<file path="config.mk">
export PLATFORM = sky130hd
export DESIGN_NAME = rr_arbiter4
export DESIGN_NICKNAME = d
export VERILOG_FILES = /design/src/rtl/rr_arbiter4.sv
export SDC_FILE = /design/constraint.sdc
export NUM_CORES = 1
export LEC_CHECK = 0
export ABC_CLOCK_PERIOD_IN_PS = 1800
export BUFFER_PORTS_ARGS = -buffer_cell sky130_fd_sc_hd__buf_2
export CORE_AREA = 8 8 45 47
export CTS_CLUSTER_SIZE = 24
export DETAILED_ROUTE_END_ITERATION = 8
export DIE_AREA = 0 0 53 55
export GPL_TIMING_DRIVEN = 0
export HOLD_SLACK_MARGIN = 0.1
export SETUP_SLACK_MARGIN = 0.1
export SLEW_MARGIN = 20
export SYNTH_ARGS = -nofsm -noshare
export SYNTH_HDL_FRONTEND = slang
export SYNTH_SLANG_ARGS = --single-unit
</file>
<file path="constraint.sdc">
create_clock -name clk -period 1.8 [get_ports clk]
set_input_delay 0.18 -clock clk [delete_from_list [all_inputs] [get_ports clk]]
set_output_delay 0.18 -clock clk [all_outputs]
set_load 0.1 [all_outputs]
</file>
<file path="src/rtl/rr_arbiter4.sv">
// rr_arbiter4: four-requester round-robin arbiter driving the select input of a 2-to-4 one-hot decoder.
// Latency: a request seen in IDLE is granted after the next edge; a release drops gnt_valid after the next edge.
// Backpressure: the owner keeps the grant until done, request drop or (with RR_ARBITER4_TIMEOUT_EN) hold timeout.
module rr_arbiter4 #(
    parameter int CNT_W    = 4,
    parameter int HOLD_MAX = 15
) (
    input  logic       clk,
    input  logic       rst,
    input  logic [3:0] req,
    input  logic       done,
    output logic [1:0] gnt_idx,
    output logic       gnt_valid,
    output logic       timeout
);

    typedef enum logic {
        IDLE  = 1'b0,
        GRANT = 1'b1
    } state_t;

    localparam logic [CNT_W-1:0] CNT_ONE = CNT_W'(1);
    localparam logic [CNT_W-1:0] CNT_SAT = '1;

    state_t           state;
    state_t           state_nxt;
    logic [1:0]       ptr;
    logic [1:0]       pick;
    logic             found;
    logic [CNT_W-1:0] hold_cnt;
    logic             tmo_hit;
    logic             release_evt;

    // Round-robin search: first set request at or after ptr, wrapping 3->0.
    always_comb begin
        found = 1'b0;
        pick  = ptr;
        for (int i = 0; i < 4; i++) begin
            if (!found && req[ptr + 2'(i)]) begin
                found = 1'b1;
                pick  = ptr + 2'(i);
            end
        end
    end

`ifdef RR_ARBITER4_TIMEOUT_EN
    localparam logic [CNT_W-1:0] HOLD_LIM = CNT_W'(HOLD_MAX);

    // Forced revocation only when the owner would otherwise keep the grant.
    always_comb begin
        tmo_hit = (state == GRANT) && (hold_cnt == HOLD_LIM) && !done && req[gnt_idx];
    end

    // One-cycle timeout pulse, coincident with the first cycle without a grant.
    always_ff @(posedge clk) begin
        if (rst) begin
            timeout <= 1'b0;
        end else begin
            timeout <= tmo_hit;
        end
    end
`else
    // No hold limit in this build; the parameter is kept only for a uniform interface.
    logic [CNT_W-1:0] unused_hold_max;
    assign unused_hold_max = CNT_W'(HOLD_MAX);
    assign tmo_hit         = 1'b0;
    assign timeout         = 1'b0;
`endif

    // Any one of these ends the current grant; done and a dropped request together still release once.
    always_comb begin
        release_evt = done || !req[gnt_idx] || tmo_hit;
    end

    // State register.
    always_ff @(posedge clk) begin
        if (rst) begin
            state <= IDLE;
        end else begin
            state <= state_nxt;
        end
    end

    // Next-state logic: a dead IDLE cycle always separates two grants.
    always_comb begin
        state_nxt = state;
        case (state)
            IDLE:    if (found)       state_nxt = GRANT;
            GRANT:   if (release_evt) state_nxt = IDLE;
            default: state_nxt = IDLE;
        endcase
    end

    // Output logic: the grant is valid exactly while in GRANT.
    always_comb begin
        gnt_valid = (state == GRANT);
    end

    // Grant index, pointer and hold counter; gnt_idx only moves on IDLE->GRANT so the decoder stays stable.
    always_ff @(posedge clk) begin
        if (rst) begin
            gnt_idx  <= 2'b00;
            ptr      <= 2'b00;
            hold_cnt <= '0;
        end else begin
            case (state)
                IDLE: begin
                    if (found) begin
                        gnt_idx  <= pick;
                        hold_cnt <= CNT_ONE;
                    end
                end
                GRANT: begin
                    if (release_evt) begin
                        ptr <= gnt_idx + 2'd1;
                    end else if (hold_cnt != CNT_SAT) begin
                        hold_cnt <= hold_cnt + CNT_ONE;
                    end
                end
                default: ;
            endcase
        end
    end

endmodule
</file>
==> impl_metrics.toml <==
[status]
status = "finished, final reports clean"

[route]
wl_per_cell_um = 10.68
via_per_inst = 4.563
drt-pass1-iter-count = 2
drt_iter0_markers = 3
ant_nets = 0
drc = 0
wl_um = 758
num_vias = 324

[yosys]
avgSynthCellArea_um2 = 8.073
synthCells = 42
synth-edff-count = 0
seq_area_frac_synth_pct = 29.52
ys_top_cells_by_count = "6 x a21oi_1, 5 x dfxtp_1, 5 x nor2_1, 4 x mux2i_1"
synth_top_area_share_pct = 29.52
yosysTopAreaCell = "dfxtp_1"
synthArstFlopShare_pct = 0
ys.flop_type = "dfxtp_1"
synthTopCellsByArea = "dfxtp_1 30%, mux2i_1 12%, a21oi_1 8.9%"
ys_warn_count = 0
syn_nets = 49
synth_most_common_cell = "a21oi_1"
ys_seq_elements = 5
synth_cell_type_count = 21
synth_area_um2 = 339.1

[critical_path]
r2r_end = "gnt_idx[0]$_SDFFE_PP0P_"
critical_path.cell_chain = "mux2i_1, nor2_1, or4_1, a21oi_1"
cp_data_arrival_time_ns = 1.51
cp_slowest_stage_delay_ns = 0.45
worst-endpoint-required_ns = 1.96
cp_slowest_cell = "dfxtp_1"
rrSetupSlack_ns = 0.45
critPathCaptureType = "register"
cp_max_fo = 7
worstRegToRegCells = 4
r2r-start = "ptr[1]$_SDFFE_PP0P_"
cp-start-kind = "register"
path_class = "register to register"

[power]
ir_worst_vdd_mv = 0.4067
seqPwrFrac_pct = 35.4
p_clk_share_pct = 33.2
p_per_area_nw_per_um2 = 878.2
p_sw_uw = 139.0
swShare_pct = 36.57
power_frac_comb_pct = 31.4
p_total_uw = 380.2
p_leak_nw = 0.1899
p_int_uw = 241.1

[die]
io_pins = 11
design.core.area_um2 = 1384
die_y_um = 55
start_util_pct = 24.50
std_cell_rows = 14
die_w_um = 53
dieArea_um2 = 2915

[global_routing]
antenna_found_initial = 0
grt_max_degree = 8
grt_usage_pct = 6.066
gr-total-overflow = 0
grt_pass1_wl_um = 1269
grt_pass1_vias = 311

[place]
dp_slack_ns = 0.4851
dp_hpwl_um = 613.4
portBuffers = 9
dp.cells = 67
routabilityCongestion = 0.7206

[sta]
rsz0062_at_grt = "no"
period_needed_ns = 1.349
slew_violations = 0
clock.fmax_mhz = 741.3
finalSetupTns_ns = 0
fin_crit_sh_pct = 74.94
fin_ws_ns = 0.4511
hold_viol_final = 0
clock_skew_ns = 0.004872
finalSetupViolations = 0

[clock_network]
cts_tree = "done"
ctsHoldBuffers = 0
cts_buffers = 3
path_clk_slew_ns = 0.04
clk_latency_ns = 0.24
cts.sinks = 5
cts_buffer_depth = 2
cts.repair.resized = 0
root_buffer = "clkbuf_4"
cts_setup_buffers = 0
htreeDepth = 1

[worst_hold_path]
min_to = "gnt_idx[1]$_SDFFE_PP0P_"
hold_path.class = "input port to register"
min_from = "rst"
holdPathStages = 2

[layout]
final_cells = 71
drive_gt1_share_pct = 30.91
nNetsFinal = 63
area_growth_pct = 27.68
n_antenna_cell = 0

[run]
drv_cap = 0
[routing by layer]
metal | GRT usage (%) | vias to the layer above | routed length (µm)
li1 | - | 175 | -
met3 | 2.941 | 2 | 66
met4 | 5.172 | 0 | 8
met5 | 0 | - | 0
met2 | 7.813 | 10 | 296
met1 | 7.295 | 137 | 386
[power by group through the flow]
stage / sequential [mW] / clock (mW) / combinational, mW
global placement: 0.136 / 0 / 0.120
finish: 0.135 / 0.126 / 0.119
global route: 0.137 / 0.140 / 0.129
detailed placement: 0.136 / 0 / 0.120
floorplan: 0.175 / 0 / 0.0541
CTS: 0.134 / 0.132 / 0.120
[registers in the layout, summed over array words and instances (netlist names)]
signal / flops
gnt_idx: 2
gnt_valid: 1
ptr: 2
[worst max-delay path by stage]
stage	from	end	cells past startpoint
after floorplan	gnt_valid$_SDFF_PP0_	ptr[0]$_SDFFE_PP0P_	2
after global placement	ptr[1]$_SDFFE_PP0P_	gnt_idx[0]$_SDFFE_PP0P_	4
after detailed placement	ptr[1]$_SDFFE_PP0P_	gnt_idx[0]$_SDFFE_PP0P_	4
after CTS	ptr[1]$_SDFFE_PP0P_	gnt_idx[0]$_SDFFE_PP0P_	4
after global routing	ptr[1]$_SDFFE_PP0P_	gnt_idx[0]$_SDFFE_PP0P_	4
final	ptr[1]$_SDFFE_PP0P_	gnt_idx[0]$_SDFFE_PP0P_	4
[cell type report]
cell class,count,area (µm²)
clock buffers,4,26.28
well taps,16,20.02
flip-flops and latches,5,102.6
plain buffers,1,7.507
inverters,3,11.26
fillers,155,950.9
repair buffers,9,45.04
multi-input cells,33,220.2
[kinds of logic after synthesis]
family,synth area share [%]
DFF,29.52
and+or+nand+nor,23.25
muxes,11.81
xor gates and xnor gates,2.583
buffers and inverters,5.536
other,1.106
AOI/OAI and AO/OA,26.20
[critical path, delay by kind of cell, from the launching register on]
family / cells / cell delay, ns
AO/OA/AOI/OAI: 1 / 0.13
flip-flops: 1 / 0.45
multiplexers: 1 / 0.21
AND/OR/NAND/NOR: 2 / 0.48
[through the flow]
| stage | hold WS (ns) | cell area, µm² | util (%) |
|---|---|---|---|
| floorplan | 0.2417 | 341.6 | - |
| global placement | 0.4019 | 406.6 | 29.39 |
| detailed placement | 0.4062 | 406.6 | 29.39 |
| CTS | 0.1493 | 432.9 | 31.28 |
| global route | 0.1671 | 432.9 | 31.28 |
| finish | 0.1567 | 432.9 | 31.28 |
[cell usage in the layout, fill, tap and decap left out, drive strengths merged]
master	instances
inv	3
nor3b	1
or4	1
a221oi	1
a21oi	6
dfxtp	5
xor2	1
o221ai	1
mux2i	4
clkbuf	4
a211o	1
conb	1
and2b	1
o21ai	2
or2	1
or2b	1
nand2	3
nand2b	1
o41ai	1
buf	10
nor2	5
nor2b	1
Power figures use the tool's default switching activity.
